$ cat config.mk
export PLATFORM = sky130hd
export DESIGN_NAME = fft_butterfly_scheduler
export DESIGN_NICKNAME = d
export VERILOG_FILES = /design/src/rtl/fft_sched_pkg.sv /design/src/rtl/fft_idx_counter.sv /design/src/rtl/fft_butterfly_scheduler.sv
export SDC_FILE = /design/constraint.sdc
export NUM_CORES = 1
export LEC_CHECK = 0
export BUFFER_PORTS_ARGS = -buffer_cell sky130_fd_sc_hd__buf_2
export CAP_MARGIN = 20
export CORE_UTILIZATION = 62
export CTS_BUF_LIST = sky130_fd_sc_hd__clkbuf_16
export DETAILED_ROUTE_END_ITERATION = 8
export GPL_ROUTABILITY_DRIVEN = 1
export PLACE_DENSITY = 0.82
export SYNTH_ARGS = -nofsm -noshare
export SYNTH_HDL_FRONTEND = slang
export SYNTH_HIERARCHICAL = 1
export SYNTH_SLANG_ARGS = --single-unit
$ cat constraint.sdc
create_clock -name clk_i -period 5.7 [get_ports clk_i]
set_input_delay 0 -clock clk_i [delete_from_list [all_inputs] [get_ports clk_i]]
set_output_delay 0 -clock clk_i [all_outputs]
set_load 0.01 [all_outputs]
$ cat src/rtl/fft_sched_pkg.sv
// Shared types and constants for the radix-2 DIT FFT butterfly scheduler.
package fft_sched_pkg;

  // Scheduler FSM states, one butterfly takes RD_V..WR_V (five cycles).
  typedef enum logic [2:0] {
    IDLE,
    RD_V,
    RD_U,
    CALC,
    WR_U,
    WR_V,
    PAUSE,
    DONE
  } sched_state_e;

  // Write-data select codes for the sample RAM write port.
  localparam logic WSEL_U = 1'b0;
  localparam logic WSEL_V = 1'b1;

endpackage

$ cat src/rtl/fft_idx_counter.sv
// Nested stage/group/butterfly counters and the derived u/v/w indices
// for an in-place radix-2 DIT FFT.
module fft_idx_counter #(
  parameter  int FFT_SIZE = 1024,
  localparam int LOG2_N   = $clog2(FFT_SIZE),
  localparam int STG_W    = $clog2(LOG2_N + 1)
) (
  input  logic              clk_i,
  input  logic              rst_ni,
  input  logic              advance,
  input  logic              clear,
  output logic [LOG2_N-1:0] u,
  output logic [LOG2_N-1:0] v,
  output logic [LOG2_N-1:0] w,
  output logic [STG_W-1:0]  s,
  output logic              last_bfly,
  output logic              last_stage
);
  import fft_sched_pkg::*;

  localparam logic [LOG2_N-1:0] ONE    = LOG2_N'(1);
  localparam logic [LOG2_N-1:0] HALF   = LOG2_N'(FFT_SIZE / 2);
  localparam logic [STG_W-1:0]  S_LAST = STG_W'(LOG2_N - 1);

  logic [STG_W-1:0]  s_q;
  logic [LOG2_N-1:0] g_q;
  logic [LOG2_N-1:0] b_q;
  logic [LOG2_N-1:0] b_max;
  logic [LOG2_N-1:0] g_max;
  logic              b_wrap;
  logic              g_wrap;

  // Wrap limits and index arithmetic; all results truncate to the RAM address width.
  always_comb begin
    b_max      = (ONE << s_q) - ONE;
    g_max      = (HALF >> s_q) - ONE;
    b_wrap     = (b_q == b_max);
    g_wrap     = (g_q == g_max);
    last_stage = (s_q == S_LAST);
    last_bfly  = b_wrap && g_wrap;
    u          = (g_q << (s_q + STG_W'(1))) + b_q;
    v          = u + (ONE << s_q);
    w          = b_q << (S_LAST - s_q);
    s          = s_q;
  end

  // Butterfly counter is innermost, then group, then stage; the last stage wraps back to 0.
  always_ff @(posedge clk_i or negedge rst_ni) begin
    if (!rst_ni) begin
      s_q <= '0;
      g_q <= '0;
      b_q <= '0;
    end else if (clear) begin
      s_q <= '0;
      g_q <= '0;
      b_q <= '0;
    end else if (advance) begin
      if (b_wrap) begin
        b_q <= '0;
        if (g_wrap) begin
          g_q <= '0;
          s_q <= last_stage ? '0 : s_q + STG_W'(1);
        end else begin
          g_q <= g_q + ONE;
        end
      end else begin
        b_q <= b_q + ONE;
      end
    end
  end

endmodule

$ cat src/rtl/fft_butterfly_scheduler.sv
// Sequencer for the in-place radix-2 DIT FFT: FSM plus RAM/ROM/strobe decode.
module fft_butterfly_scheduler #(
  parameter  int FFT_SIZE = 1024,
  localparam int LOG2_N   = $clog2(FFT_SIZE),
  localparam int STG_W    = $clog2(LOG2_N + 1)
) (
  input  logic              clk_i,
  input  logic              rst_ni,
  input  logic              start_i,
  input  logic              stall_i,
  output logic              busy_o,
  output logic              done_o,
  output logic [LOG2_N-1:0] mem_addr_o,
  output logic              mem_we_o,
  output logic              mem_wsel_o,
  output logic [LOG2_N-1:0] tw_addr_o,
  output logic              cap_v_o,
  output logic              cap_u_o,
  output logic [STG_W-1:0]  stage_o
);
  import fft_sched_pkg::*;

  sched_state_e      state;
  logic [LOG2_N-1:0] u_idx;
  logic [LOG2_N-1:0] v_idx;
  logic [LOG2_N-1:0] w_idx;
  logic [STG_W-1:0]  s_idx;
  logic              last_bfly;
  logic              last_stage;
  logic              advance;
  logic              clear;

  assign advance = (state == WR_V);
  assign clear   = (state == DONE);

  fft_idx_counter #(
    .FFT_SIZE(FFT_SIZE)
  ) u_idx_counter (
    .clk_i     (clk_i),
    .rst_ni    (rst_ni),
    .advance   (advance),
    .clear     (clear),
    .u         (u_idx),
    .v         (v_idx),
    .w         (w_idx),
    .s         (s_idx),
    .last_bfly (last_bfly),
    .last_stage(last_stage)
  );

  // Walk one butterfly per RD_V..WR_V pass; stalls are only taken after a full write-back.
  always_ff @(posedge clk_i or negedge rst_ni) begin
    if (!rst_ni) begin
      state <= IDLE;
    end else begin
      case (state)
        IDLE:    if (start_i) state <= RD_V;
        RD_V:    state <= RD_U;
        RD_U:    state <= CALC;
        CALC:    state <= WR_U;
        WR_U:    state <= WR_V;
        WR_V: begin
          if (last_bfly && last_stage) state <= DONE;
          else if (stall_i)            state <= PAUSE;
          else                         state <= RD_V;
        end
        PAUSE:   if (!stall_i) state <= RD_V;
        DONE:    state <= IDLE;
        default: state <= IDLE;
      endcase
    end
  end

  // Strobes and addresses decode straight from the state register and the live counters.
  always_comb begin
    mem_addr_o = '0;
    mem_we_o   = 1'b0;
    mem_wsel_o = WSEL_U;
    cap_v_o    = 1'b0;
    cap_u_o    = 1'b0;
    tw_addr_o  = (state == IDLE) ? '0 : w_idx;
    busy_o     = (state != IDLE) && (state != DONE);
    done_o     = (state == DONE);
    stage_o    = s_idx;
    case (state)
      RD_V:  mem_addr_o = v_idx;
      RD_U: begin
        mem_addr_o = u_idx;
        cap_v_o    = 1'b1;
      end
      CALC: begin
        mem_addr_o = u_idx;
        cap_u_o    = 1'b1;
      end
      WR_U: begin
        mem_addr_o = u_idx;
        mem_we_o   = 1'b1;
        mem_wsel_o = WSEL_U;
      end
      WR_V: begin
        mem_addr_o = v_idx;
        mem_we_o   = 1'b1;
        mem_wsel_o = WSEL_V;
      end
      PAUSE: mem_addr_o = v_idx;
      default: ;
    endcase
  end

endmodule

==> results of run 1 <==
## worst max-delay path by stage
stage                        from       endpoint  slack [ns]
2_1_floorplan  u_idx_counter/s[1]  mem_addr_o[9]        0.32
3_3_place_gp   u_idx_counter/s[2]  mem_addr_o[9]        0.87
3_5_place_dp   u_idx_counter/s[2]  mem_addr_o[9]        0.57
4_1_cts        u_idx_counter/s[2]  mem_addr_o[9]        0.27
5_1_grt        u_idx_counter/s[1]  mem_addr_o[9]        0.09
6_report       u_idx_counter/s[1]  mem_addr_o[9]        0.39
## kinds of logic (layout without fill, tap and decap cells)
family,after synthesis,count (layout),synth area share
DFF,27,27,0.1551
AOI/OAI and AO/OA,140,140,0.2059
and+or+nand+nor,217,217,0.2717
adders and majority gates,32,32,0.09477
xor gates and xnor gates,45,45,0.09879
buffers and inverters,64,58,0.07007
muxes,37,37,0.1037
## worst max-delay path: cells and delay by family (launching register included)
family                     cells  cell delay [ns]
AOI/OAI and AO/OA              7             1.34
and+or+nand+nor                4             0.93
adders and majority gates      4             1.39
buffers and inverters          2             0.35
xor gates and xnor gates       3             0.54
muxes                          1             0.11
DFF                            1             0.38
## registers in the layout (all words and copies together) (netlist names)
register and flops:
u_idx_counter/b_q 10, u_idx_counter/s 4, u_idx_counter/g_q 10, state 3
## what timing repair did
item	CTS	global route
endpoints found under the hold margin	27	0
hold buffers	1	0
resized for setup	0	1
endpoints found under the setup margin	0	2
## report_power, final
part	internal [µW]	switching [µW]	total [µW]
registers	209	69.1	278
clock network	93.9	64.8	159
logic	133	180	313
total	436	313	750
## cell type report
| type | instances | area (µm²) |
|---|---|---|
| tap | 96 | 120.1 |
| inverter | 16 | 60.06 |
| clock inverter | 1 | 3.754 |
| timing repair buffer | 38 | 205.2 |
| multi-input combinational | 471 | 3376 |
| sequential | 27 | 676.9 |
| clock buffer | 3 | 75.07 |
| fill | 584 | 2277 |
## cells in the mapped netlist, drive strengths merged (7+ instances only)
library cell | number | area, µm²
xnor2 | 26 | 227.7
dfrtp | 27 | 675.7
o21ai | 40 | 200.2
nor2 | 54 | 202.7
and2 | 7 | 43.79
clkbuf | 24 | 91.33
mux2i | 26 | 260.3
nor2b | 29 | 186.4
nand3b | 7 | 52.55
buf | 24 | 153.9
nand2 | 37 | 138.9
a21oi | 35 | 178.9
nand2b | 13 | 81.33
ha | 29 | 362.9
or3 | 8 | 50.05
nor3 | 18 | 95.09
xor2 | 17 | 156.4
a22oi | 15 | 112.6
inv | 16 | 60.05
nand3 | 12 | 65.06
## through the flow
stage / worst slack [ns] / instance area [µm²] / hold WS (ns)
global placement: 0.8653 / 4427 / 0.05256
global route: 0.09235 / 4517 / 0.1210
detailed placement: 0.5725 / 4427 / 0.04814
CTS: 0.2737 / 4516 / 0.07902
floorplan: 0.3174 / 4357 / -0.2956
finish: 0.3944 / 4517 / 0.07591
## metal layers
| layer | GRT usage | wire length [µm] |
|---|---|---|
| met4 | 0.09545 | 244 |
| met5 | 0 | 0 |
| met2 | 0.5600 | 5671 |
| met1 | 0.4169 | 4965 |
| met3 | 0.01829 | 657 |
==> out/qor.csv, run 1 <==
metric,value,unit
period_share,0.9308,
relSlewSlack,0.3916,
hp-class,in2reg,
worst_pin_slew,0.9127,ns
crit_arrival,5.31,ns
synth_nets,597,
diodes,0,
rrSetupSlack,1.57,ns
nets,592,
setup_viol,0,
power,749.8,µW
crit_top_cell,ha_1,
numClockSinks,27,
synthArstFlopShare,1.000,
fin_skew,0.007518,ns
r2r_start,u_idx_counter/s[1],
grt_max_degree,37,
final_cell_mix,"nor2_1 (54), nand2_1 (37), a21oi_1 (34), buf_2 (33), o21ai_0 (32)",
fp.dieArea,7366,µm²
start_util,0.6413,
drt_iter0_drc,251,
ant_nets,0,
cp_slowest_cell,ha_1,
grt_pass1_vias,3816,
max_freq,0.1885,GHz
whs_endpoint,state[0],
wirelength,11540,µm
worstSetupEndpointType,output port,
syn_inst,562,
yosysWarnings,6,
syn_area,4357,µm²
final_common_cell,nor2_1,
status,"complete, no violations",
slowest_delay,0.52,ns
place.gp.congestion,0.9436,
reg2reg_to,u_idx_counter/s[1],
antenna_found_initial,0,
num_io_pins,34,
cts_max_level,1,
syn_avg_cell_area,7.752,µm²
avgViaCountPerCell,6.489,
dp_hpwl,8732,µm
synth_cell_types,77,
fp-row-count,30,
hold_viol_final,0,
min_from,stall_i,
drive_above_1_share,0.1277,
fin_crit,5.306,ns
clockBufferDepth,2,
grt_pass1_wl,18530,µm
criticalPathCategory,reg2out,
dpl.cell_count,647,
ir_worst_vdd,216.4,µV
drv_cap,0,
grt_setup_unrepaired,no,
cp_cell_sequence,"buf_4, ha_1, ha_1, nand2_1, nor3_1, ha_1, a21o_1, a21oi_1, xnor2_1, ha_1, nand2_1, o21ai_0, or3_1, a221o_1, a31o_2, a21oi_1, xnor2_1, xnor2_1, mux2i_1, o21ai_1, buf_2",
fp.coreArea,6794,µm²
r2r_cells,12,
drc,0,
ys.flop_type,dfrtp_1,
instances_no_fill,652,
area_delta_synth_final,3.676,%
p_leak,0.002051,µW
ys_seq_area_frac,0.1551,
wl_per_cell,17.70,µm
start_kind,register,
grt_use_total,0.3165,
cts.clk_slew.worst_paths,0.07,ns
numPortBuffers,33,
synth-edff-count,0,
utilization,0.6648,
drv_slew,0,
clock_tree.root_cell,clkbuf_16,
insertion_delay,0.26,ns
cts_tree,done,
numCtsBuffers,3,
die-width,85.83,µm
drt_first_pass_iters,5,
whs_path_depth,3,
cp_max_fo,18,
pwr_density_cell,166.0,nW/µm²
synth-seq-cells,27,
vias,4231,
fp.dieH,85.83,µm
post_cts_buffers,0,
tns,0,ns
grt_overflow,0,
worstPathRequired,5.70,ns
No activity file was read; power rests on OpenSTA's default activity.
==> run 2: changes to the inputs <==
SYNTH_HIERARCHICAL = unset   (was 1)
clock period = 5 ns   (was 5.7 ns; I/O delays follow)
==> run 2 against run 1 <==
Effect of this change:
- register-to-register slack worse by 0.49 ns
- combinational power is 60% higher
- non-clock buffer count is 4 higher
- largest power group unchanged
==> out/qor.csv, run 2 <==
metric,value,unit
min_from,stall_i,
vias,4058,
whs_endpoint,state[1],
utilization,0.6819,
crit_top_cell,ha_1,
insertion_delay,0.27,ns
ant_nets,0,
synth-seq-cells,27,
synth_xor_area_frac,0.1166,
die-width,84.69,µm
hp-class,in2reg,
drc,0,
dp_hpwl,8049,µm
drt_first_pass_iters,7,
slowest_delay,0.42,ns
cts.clk_slew.worst_paths,0.07,ns
synth_top_family_by_area,simple AND/OR/NAND/NOR gates,
worst_pin_slew,0.8161,ns
crit_arrival,4.69,ns
synth_area_leader_cell,dfrtp_1,
yosysWarnings,0,
drv_slew,0,
fin_crit,4.692,ns
grt_pass1_wl,17900,µm
drv_cap,0,
fp.dieH,84.69,µm
cp_cell_sequence,"buf_4, ha_1, nand2_1, xor2_1, nand2_1, nor3_1, ha_1, fa_1, a211oi_2, nor2_1, xnor2_2, inv_1, ha_1, a31o_2, a31o_2, o31ai_2, a211o_1, o2111ai_1, nor2_1, buf_2",
synth_most_common_cell,nor2_1,
clock_tree.root_cell,clkbuf_16,
crit_family,compound AO/OA/AOI/OAI gates,
cts_max_level,1,
area_delta_synth_final,3.896,%
start_kind,register,
grt_pass1_vias,3712,
tns,0,ns
worstSetupEndpointType,output port,
syn_inst,526,
numCtsBuffers,3,
cp.buffers_inverters,3,
synth-edff-count,0,
max_freq,0.2131,GHz
cp_slowest_cell,fa_1,
criticalPathCategory,reg2out,
final_cell_mix,"nor2_1 (50), nand2_1 (48), o21ai_0 (33), buf_2 (33), xnor2_1 (29)",
ys_seq_area_frac,0.1594,
multi_input_area,3219,µm²
hold_viol_final,0,
p_leak,0.001967,µW
fin_worst_hold_slack,0.04670,ns
final_common_cell,nor2_1,
numPortBuffers,33,
yosys.area_share.adder,0.09504,
drt_iter0_drc,498,
synthSimpleGateAreaFrac,0.2411,
synth_common_cells,"nor2_1 (50), nand2_1 (48), o21ai_0 (33)",
period_share,0.9383,
fp.dieArea,7172,µm²
whs_path_depth,3,
num_io_pins,34,
wl_per_cell,17.56,µm
fp-row-count,29,
relSlewSlack,0.4509,
clockBufferDepth,2,
reg2reg_to,u_idx_counter.s[3],
cp_max_fo,18,
grt_max_degree,31,
yosys-top-cells-area,"dfrtp_1 (16%), ha_1 (8.6%), xnor2_1 (6.2%), mux4_2 (4.8%), xor2_1 (4.5%)",
synth.area.mux_share,0.08943,
instances_no_fill,613,
numClockSinks,27,
fp.coreArea,6459,µm²
power,1041,µW
syn_area,4239,µm²
cts_tree,done,
worstPathRequired,5.00,ns
place.gp.congestion,1.009,
grt_setup_unrepaired,no,
setup_viol,0,
synth_cell_types,75,
antenna_found_initial,0,
grt_overflow,0,
syn_avg_cell_area,8.059,µm²
synthArstFlopShare,1.000,
ys.flop_type,dfrtp_1,
seq_area,675.6,µm²
nets,572,
pwr_density_cell,236.3,nW/µm²
drive_above_1_share,0.1567,
wirelength,10770,µm
rrSetupSlack,1.08,ns
start_util,0.6563,
synth_compound_area_frac,0.2102,
ir_worst_vdd,304.6,µV
r2r_start,u_idx_counter.s[0],
fillers,556,
synth_nets,561,
grt_use_total,0.3114,
r2r_cells,11,
diodes,0,
avgViaCountPerCell,6.620,
fin_skew,0.007533,ns
synth_top_area_share,0.1594,
dpl.cell_count,606,
status,"complete, no violations",
## run 2: cell types whose count changed after synthesis, sizes merged, moves of 7 or more
cell,previous run,this run
buf,24,16
nand2,37,49
nand3,12,20
nand2b,13,6
nor2b,29,8
inv,16,25
a21oi,35,28
mux2i,26,12
a22oi,15,1
## run 2: worst max-delay path by stage
stage                                  start       endpoint  slack (ns)  depth (start not counted)
after detailed placement  u_idx_counter.s[0]  mem_addr_o[9]        0.26                         17
final                     u_idx_counter.s[1]  mem_addr_o[9]        0.31                         20
after global placement    u_idx_counter.s[0]  mem_addr_o[9]        0.45                         17
after CTS                 u_idx_counter.s[1]  mem_addr_o[9]       0.009                         20
after global routing      u_idx_counter.s[1]  mem_addr_o[9]       0.003                         20
after floorplan           u_idx_counter.s[0]  mem_addr_o[9]        0.08                         20
## run 2: timing repair
action | 4_1_cts | 5_1_grt
endpoints found under the setup margin | 1 | 3
pin swaps | 0 | 1
setup buffers | 0 | 2
hold buffers | 1 | 0
gates cloned | 0 | 0
resized for setup | 1 | 3
hold endpoints to repair | 27 | 0
## run 2: cell type report
| type | instances | share of cell area |
|---|---|---|
| Clock buffer | 3 | 0.01705 |
| Clock inverter | 1 | 0.001989 |
| Inverter | 25 | 0.02131 |
| Multi-Input combinational cell | 438 | 0.7310 |
| Sequential cell | 27 | 0.1534 |
| Tap cell | 77 | 0.02188 |
| Timing Repair Buffer | 42 | 0.05341 |
## run 2: through the flow
stage | setup WS (ns) | cell area, µm²
5_1_grt | 0.002545 | 4404
2_1_floorplan | 0.08482 | 4249
3_3_place_gp | 0.4488 | 4273
4_1_cts | 0.008835 | 4369
3_5_place_dp | 0.2629 | 4273
6_report | 0.3084 | 4404
## run 2: tightest hold or removal path, cell delays in order
cell     delay [ns]
buf_2          0.11
nor3b_1        0.05
o21ai_1        0.11
## run 2: logic make-up after synthesis
group                      Yosys count
adders and majority gates           31
muxes                               26
DFF                                 27
buffers and inverters               61
AOI/OAI and AO/OA                  131
xor gates and xnor gates            54
and+or+nand+nor                    196
## run 2: routing by layer
metal | GRT usage | part of all wire
met5 | 0 | 0
met4 | 0.1387 | 0.043
met3 | 0.02458 | 0.082
met2 | 0.4878 | 0.44
met1 | 0.4410 | 0.44
## run 2: power by group
group          switching, µW  internal, µW
logic                    292           210
registers                102           244
clock network           82.5           111
==> run 3: changes to the inputs <==
SYNTH_HIERARCHICAL = 1   (was unset)
==> run 3 against run 2 <==
Effect of this change:
- total power is 17% lower
- via count is 5.7% higher
- fmax is 0.13% lower
- sequential cell count stayed put
- critical path depth stayed put
- largest power group unchanged
==> out/qor.csv, run 3 (synthesized netlist as in run 1, its figures left out) <==
metric,value,unit
drt_first_pass_iters,5,
cp_max_fo,22,
drv_cap,0,
wirelength,11720,µm
clockBufferDepth,2,
max_freq,0.2129,GHz
grt_use_total,0.3208,
relSlewSlack,0.4133,
drt_iter0_drc,304,
setup_viol,0,
whs_endpoint,state[0],
antenna_found_initial,0,
vias,4290,
num_io_pins,34,
drive_above_1_share,0.1567,
numClockSinks,27,
avgViaCountPerCell,6.461,
worstSetupEndpointType,output port,
swShare,0.4185,
drv_slew,0,
power.share.combinational,0.419,
period_share,0.9395,
power.internal,502.8,µW
grt_pass1_vias,4058,
grt_overflow,0,
fin_skew,0.005088,ns
fp.coreArea,6794,µm²
p_clk_frac,0.215,
hp-class,in2reg,
status,"complete, no violations",
start_util,0.6413,
criticalPathCategory,reg2out,
ant_nets,0,
startpoint,u_idx_counter/s[2],
worstPathRequired,5.00,ns
r2r_start,u_idx_counter/s[0],
cts.clk_slew.worst_paths,0.07,ns
crit_arrival,4.70,ns
whs_path_depth,3,
grt_max_degree,37,
rrSetupSlack,0.87,ns
area_delta_synth_final,6.634,%
ir_worst_vdd,226.2,µV
place.gp.congestion,0.9154,
p_sw,361.8,µW
worst_pin_slew,0.8801,ns
reg2reg_to,u_idx_counter/s[1],
cp_cell_sequence,"buf_8, inv_1, ha_1, nand2_1, nor2_1, ha_1, fa_1, a21o_1, a21oi_1, xnor2_1, ha_1, or3_1, a221o_1, a31o_2, a21oi_1, xnor2_1, xnor2_1, mux2i_1, o21ai_1, buf_2",
hold_viol_final,0,
power,864.6,µW
fp.dieH,85.83,µm
p_leak,0.002111,µW
pwr_density_cell,186.1,nW/µm²
numCtsBuffers,3,
r2r_cells,11,
clock_tree.root_cell,clkbuf_16,
fp-row-count,30,
start_kind,register,
cp_slowest_cell,fa_1,
fp.dieArea,7366,µm²
insertion_delay,0.26,ns
wl_per_cell,17.64,µm
cts_tree,done,
fin_crit,4.698,ns
p_seq_frac,0.366,
nets,604,
final_cell_mix,"nor2_1 (54), nand2_1 (37), a21oi_1 (33), buf_2 (33), o21ai_0 (30)",
diodes,0,
slowest_delay,0.43,ns
numPortBuffers,33,
dp_hpwl,8779,µm
utilization,0.6838,
cts_max_level,1,
min_from,stall_i,
drc,0,
grt_pass1_wl,18730,µm
die-width,85.83,µm
final_common_cell,nor2_1,
==> run 3: layout make-up <==
class / count / area [µm²]
Sequential cell: 27 / 678.2
Inverter: 16 / 62.56
Multi-Input combinational cell: 471 / 3405
Fill cell: 602 / 2148
Clock inverter: 1 / 5.005
Timing Repair Buffer: 50 / 300.3
Clock buffer: 3 / 75.07
Tap cell: 96 / 120.1
==> run 3: how the worst max path moves through the flow <==
stage                         end  slack, ns  cells past startpoint
floorplan           mem_addr_o[9]       0.07                     23
global placement    mem_addr_o[9]       0.40                     21
detailed placement  mem_addr_o[9]       0.31                     21
CTS                 mem_addr_o[9]       0.03                     21
global route        mem_addr_o[9]     -0.007                     19
finish              mem_addr_o[9]       0.30                     20
==> run 3: stage by stage <==
step | instances | hold slack, ns | TNS [ns] | instance area (µm²) | setup WS (ns)
floorplan | 562 | -0.2956 | 0 | 4362 | 0.07383
CTS | 658 | 0.06048 | 0 | 4569 | 0.02599
detailed placement | 653 | 0.05141 | 0 | 4472 | 0.3123
global placement | 653 | 0.04263 | 0 | 4472 | 0.3959
global route | 664 | 0.09403 | -0.007289 | 4646 | -0.007289
finish | 664 | 0.06333 | 0 | 4646 | 0.3025
==> run 3: what timing repair did <==
item / CTS / global route
resized for setup: 1 / 11
setup endpoints to repair: 1 / 2
hold buffers: 1 / 0
pin swaps: 0 / 3
setup buffers: 0 / 6
hold endpoints to repair: 27 / 0
==> run 3: power groups by stage <==
stage	Clock (µW)	Combinational (µW)	Sequential, µW
final	186	362	316
after global routing	196	403	321
after CTS	187	359	315
after detailed placement	0	357	320
after global placement	0	344	317
after floorplan	0	366	255
==> run 3: per-layer routing <==
metal	GRT usage	part of all wire	vias to the layer above
met4	0.1394	0.032	0
met2	0.5564	0.49	170
met3	0.03272	0.066	34
met5	0	0	-
li1	-	-	2032
met1	0.4060	0.41	2054
==> run 3: worst max-delay path: cells and delay by family, from the launching register on <==
| kind | cells | cell delay, ns |
|---|---|---|
| xor gates and xnor gates | 3 | 0.45 |
| DFF | 1 | 0.39 |
| AOI/OAI and AO/OA | 6 | 1.22 |
| adders and majority gates | 4 | 1.20 |
| and+or+nand+nor | 3 | 0.60 |
| buffers and inverters | 3 | 0.43 |
| muxes | 1 | 0.11 |
